$ cat src/rtl/jk_pkg.sv
// Shared mode encoding for the JK register bank.
package jk_pkg;

    typedef logic [1:0] mode_t;

    localparam mode_t MODE_JK   = 2'b00;
    localparam mode_t MODE_UP   = 2'b01;
    localparam mode_t MODE_DN   = 2'b10;
    localparam mode_t MODE_HOLD = 2'b11;

endpackage

$ cat src/rtl/jk_cell.sv
// Single JK flip-flop with synchronous active-high reset to a per-bit value.
module jk_cell (
    input  logic clk,
    input  logic reset,
    input  logic rst_val,
    input  logic en,
    input  logic j,
    input  logic k,
    output logic q
);

    logic q_r;

    // Classic JK next-state; reset and enable gate the update.
    always_ff @(posedge clk) begin
        if (reset) begin
            q_r <= rst_val;
        end else if (en) begin
            case ({j, k})
                2'b00:   q_r <= q_r;
                2'b01:   q_r <= 1'b0;
                2'b10:   q_r <= 1'b1;
                2'b11:   q_r <= ~q_r;
                default: q_r <= q_r;
            endcase
        end else begin
            q_r <= q_r;
        end
    end

    assign q = q_r;

endmodule

$ cat src/rtl/jk_counter_reg.sv
// WIDTH-bit JK register bank that doubles as a synchronous up/down counter.
// Optional macro JK_SATURATE_EN makes the count modes saturate instead of wrapping.
module jk_counter_reg
    import jk_pkg::*;
#(
    parameter int unsigned WIDTH     = 4,
    parameter int unsigned RESET_VAL = 0
) (
    input  logic             clk,
    input  logic             reset,
    input  logic             en,
    input  mode_t            mode,
    input  logic [WIDTH-1:0] j,
    input  logic [WIDTH-1:0] k,
    output logic [WIDTH-1:0] q,
    output logic             tc,
    output logic             wrap
);

    localparam logic [WIDTH-1:0] RST_VAL = WIDTH'(RESET_VAL);

    logic [WIDTH-1:0] q_s;
    logic [WIDTH-1:0] up_tog_s;
    logic [WIDTH-1:0] dn_tog_s;
    logic [WIDTH-1:0] cell_j_s;
    logic [WIDTH-1:0] cell_k_s;
    logic             tc_s;
    logic             wrap_r;

    assign tc_s = en & (((mode == MODE_UP) & (&q_s)) | ((mode == MODE_DN) & ~(|q_s)));

    // Carry chains: a bit toggles once every lower bit is 1 (up) or 0 (down).
    always_comb begin
        logic up_run;
        logic dn_run;
        up_tog_s = '0;
        dn_tog_s = '0;
        up_run   = 1'b1;
        dn_run   = 1'b1;
        for (int i = 0; i < WIDTH; i++) begin
            up_tog_s[i] = up_run;
            dn_tog_s[i] = dn_run;
            up_run      = up_run & q_s[i];
            dn_run      = dn_run & ~q_s[i];
        end
`ifdef JK_SATURATE_EN
        // At the limit no bit toggles, so the count sticks.
        if (tc_s) begin
            up_tog_s = '0;
            dn_tog_s = '0;
        end else begin
            up_tog_s = up_tog_s;
            dn_tog_s = dn_tog_s;
        end
`endif
    end

    // Steer J/K into the cells; external j/k only reach them in JK mode.
    always_comb begin
        cell_j_s = '0;
        cell_k_s = '0;
        if (!en) begin
            cell_j_s = '0;
            cell_k_s = '0;
        end else begin
            case (mode)
                MODE_JK: begin
                    cell_j_s = j;
                    cell_k_s = k;
                end
                MODE_UP: begin
                    cell_j_s = up_tog_s;
                    cell_k_s = up_tog_s;
                end
                MODE_DN: begin
                    cell_j_s = dn_tog_s;
                    cell_k_s = dn_tog_s;
                end
                MODE_HOLD: begin
                    cell_j_s = '0;
                    cell_k_s = '0;
                end
                default: begin
                    cell_j_s = '0;
                    cell_k_s = '0;
                end
            endcase
        end
    end

    for (genvar gi = 0; gi < WIDTH; gi++) begin : g_cell
        jk_cell u_cell (
            .clk     (clk),
            .reset   (reset),
            .rst_val (RST_VAL[gi]),
            .en      (en),
            .j       (cell_j_s[gi]),
            .k       (cell_k_s[gi]),
            .q       (q_s[gi])
        );
    end

    // Wrap pulse: high for the cycle after the counter passes its terminal value.
    always_ff @(posedge clk) begin
        if (reset) begin
            wrap_r <= 1'b0;
        end else begin
`ifdef JK_SATURATE_EN
            wrap_r <= 1'b0;
`else
            wrap_r <= tc_s;
`endif
        end
    end

    assign q    = q_s;
    assign tc   = tc_s;
    assign wrap = wrap_r;

endmodule
$ cat config.mk
export PLATFORM = sky130hd
export DESIGN_NAME = jk_counter_reg
export DESIGN_NICKNAME = d
export VERILOG_FILES = /design/src/rtl/jk_pkg.sv /design/src/rtl/jk_cell.sv /design/src/rtl/jk_counter_reg.sv
export SDC_FILE = /design/constraint.sdc
export NUM_CORES = 1
export LEC_CHECK = 0
export CAP_MARGIN = 20
export CORE_AREA = 2 2 39 41
export DETAILED_ROUTE_END_ITERATION = 16
export DIE_AREA = 0 0 41 43
export PLACE_DENSITY = 0.68
export SYNTH_ARGS = -nofsm -noshare
export SYNTH_HDL_FRONTEND = slang
export SYNTH_HIERARCHICAL = 1
export SYNTH_SLANG_ARGS = --single-unit
$ cat constraint.sdc
create_clock -name clk -period 2 [get_ports clk]
set_clock_uncertainty 0.1 [all_clocks]
set_input_delay 0.4 -clock clk [delete_from_list [all_inputs] [get_ports clk]]
set_output_delay 0.4 -clock clk [all_outputs]
set_load 0.05 [all_outputs]
==> impl_metrics.csv <==
group,metric,value,unit
worst_setup_path,critPathRequiredTime,1.50,ns
routing,drc_errors,0,
floorplanning,initial_utilization,36.0,%
worst_setup_path,endpoint_kind,"primary output",
floorplanning,die_w,41,um
worst_setup_path,cp.arrival,1.47,ns
clock_tree,cts_root_buf,"clkbuf_4",
power_and_ir_drop,leakagePower,0.405,nW
job,cap_violations,0,
logic_synthesis,synth_top_area_share,24.1,%
final_layout,fin_nets,114,
timing,fmax,507,MHz
final_layout,nFillCells,110,
placement,dp_hpwl,931,um
grt,grt_max_degree,14,
grt,grt_pass1_wl,2060,um
routing,postRouteAntennaNets,0,
status,status,"completed",
timing,maxSlewHeadroom,66.8,%
placement,pre_cts_slack,-0.429,ns
final_layout,post-route-util,65.6,%
logic_synthesis,syn_avg_cell_area,8.74,sq um
clock_tree,cts_buffers,3,
timing,rsz0062_at_grt,"true",
final_layout,finalNonFillerCells,113,
grt,antenna_found_initial,0,
worst_hold_path,hold_path_class,"reg2reg",
logic_synthesis,synth.distinct_cells,22,
logic_synthesis,yosysSeqAreaShare,28.1,%
placement,gp_routability_congestion,0.780,
routing,dr.pass1.iters,4,
timing,period_share,98.7,%
placement,place_area,792,sq um
placement,port_buffers,18,
logic_synthesis,yosys.area.top_type,"edfxtp_1",
timing,tns,0,ns
timing,min_period,1.97,ns
routing,drt_first_iter_violations,7,
logic_synthesis,synth_seq_cells,5,
final_layout,drive_gt1_share,41.2,%
routing,routed_wl,1390,um
logic_synthesis,synth-edff-count,4,
logic_synthesis,synthTopCellsByCount,"nand2_1 (7), o21ai_0 (7), inv_1 (5)",
clock_tree,clk_latency,0.25,ns
routing,wl_per_cell,12.3,um
logic_synthesis,ys.flop_type,"edfxtp_1",
logic_synthesis,synth.area.top_cells,"edfxtp_1 (24%), a21bo_1 (8.0%), ha_1 (7.5%), o21ai_0 (7.0%), o21ai_2 (7.0%)",
timing,tightest_slew,0.497,ns
worst_setup_path,worst_setup_path_start_kind,"flip-flop",
worst_setup_path,critPathKind,"reg2out",
timing,slew_viol_final,0,
clock_tree,path_clk_slew,0.05,ns
power_and_ir_drop,ir_drop,0.379,mV
timing,whs,0.660,ns
clock_tree,tritoncts,"done",
floorplanning,die_h,43,um
final_layout,stdcell_area,907,sq um
floorplanning,rows,14,
clock_tree,clkSinkCount,5,
grt,grt_pass1_vias,495,
power_and_ir_drop,p_total,0.435,mW
final_layout,diodes,0,
routing,via_per_inst,5.11,
power_and_ir_drop,cellPowerDensity,480,nW/um^2
placement,dp.cells,104,
timing,setup_violations,0,
grt,grt_usage,17.1,%
logic_synthesis,synthArstFlopShare,0,%
routing,dr_total_vias,577,
logic_synthesis,synthCells,57,
logic_synthesis,yosys_warnings,6,
worst_setup_path,critPathMaxFanout,5,
floorplanning,ios,19,
grt,grt_overflow_total,0,
logic_synthesis,syn_area,498,sq um
clock_tree,clockBufferDepth,2,
timing,fin_ws,0.0262,ns
floorplanning,core-area,1380,sq um
timing,hold_viol_final,0,
clock_tree,htree_levels,1,
floorplanning,design.die.area,1760,sq um
final_layout,area_growth,82.2,%
==> critical path, stage by stage (launching register included) <==
cell      delay [ns]
edfxtp_1        0.47
nor4b_4         0.33
mux2i_2         0.14
nor2b_4         0.14
buf_12          0.14
==> layer usage <==
metal / up-vias / wire, um / share of wire (%) / track usage (%)
met5: - / 0 / 0 / 0
met4: 0 / 65 / 4.7 / 4.67
met3: 6 / 82 / 5.9 / 10.5
met2: 18 / 697 / 50 / 26.6
met1: 266 / 545 / 39 / 18.7
li1: 287 / - / - / -
==> timing repair <==
item | 4_1_cts | 5_1_grt
setup endpoints to repair | 9 | 9
hold buffers | 0 | 0
pin swaps | 1 | 0
resized for setup | 10 | 10
setup buffers | 3 | 3
==> cell type report <==
class                           count  area, sq um  share of cell area, %
Multi-Input combinational cell     50          413                   45.5
Timing Repair Buffer               33          289                   31.9
Sequential cell                     5          140                   15.4
Clock buffer                        4         26.3                   2.90
Tap cell                           16         20.0                   2.21
Inverter                            5         18.8                   2.07
==> cell usage in the layout, fill, tap and decap left out <==
cell	synthesis	final
inv_1	5	3
clkbuf_4	0	3
clkdlybuf4s15_2	0	1
ha_4	0	3
a21boi_1	0	2
clkbuf_2	0	1
inv_2	0	2
o21ai_1	0	1
nor4b_4	0	1
buf_12	0	1
edfxtp_1	4	4
or3_4	0	1
o21ai_0	7	6
a21bo_1	4	4
clkbuf_1	0	1
nor2_1	2	2
mux2i_2	0	1
nand2b_1	4	4
mux2_2	1	1
nor3b_1	2	2
a311oi_1	1	1
and4_4	1	1
o21ai_2	4	4
conb_1	1	4
clkdlybuf4s50_1	0	11
nand2_1	7	7
buf_4	0	19
a21oi_1	2	2
nor2b_4	0	1
o211a_1	2	2
dfxtp_1	1	1
==> path summary, 6_finish.rpt <==
kind	depth (start not counted)	start	to	slack [ns]
worst max-delay path	4	g_cell[0].u_cell/q$_DFFE_PP_	tc	0.03
worst min-delay path	2	g_cell[3].u_cell/q$_DFFE_PP_	wrap$_SDFF_PP0_	0.66
worst max register to register	5	g_cell[2].u_cell/q$_DFFE_PP_	g_cell[3].u_cell/q$_DFFE_PP_	0.18
worst min register to register	2	g_cell[3].u_cell/q$_DFFE_PP_	wrap$_SDFF_PP0_	0.66
==> cell families after synthesis <==
kind of cell,Yosys count,share of synthesized area (%)
compound gates,22,32.9
mux,2,4.27
buf+inv,5,3.77
simple gates,19,22.6
other cells,1,0.753
fa+ha+maj,3,7.54
flops,5,28.1
==> state kept, by name, indices dropped and copies added, names as in the netlist <==
register / cells
g_cell.u_cell/q: 4
wrap: 1
==> report_power, final <==
group / switching, mW / internal, mW
Clock: 0.0478 / 0.0758
Sequential: 0.0120 / 0.124
Combinational: 0.0865 / 0.0894
Total: 0.146 / 0.289
Power figures use the tool's default switching activity.
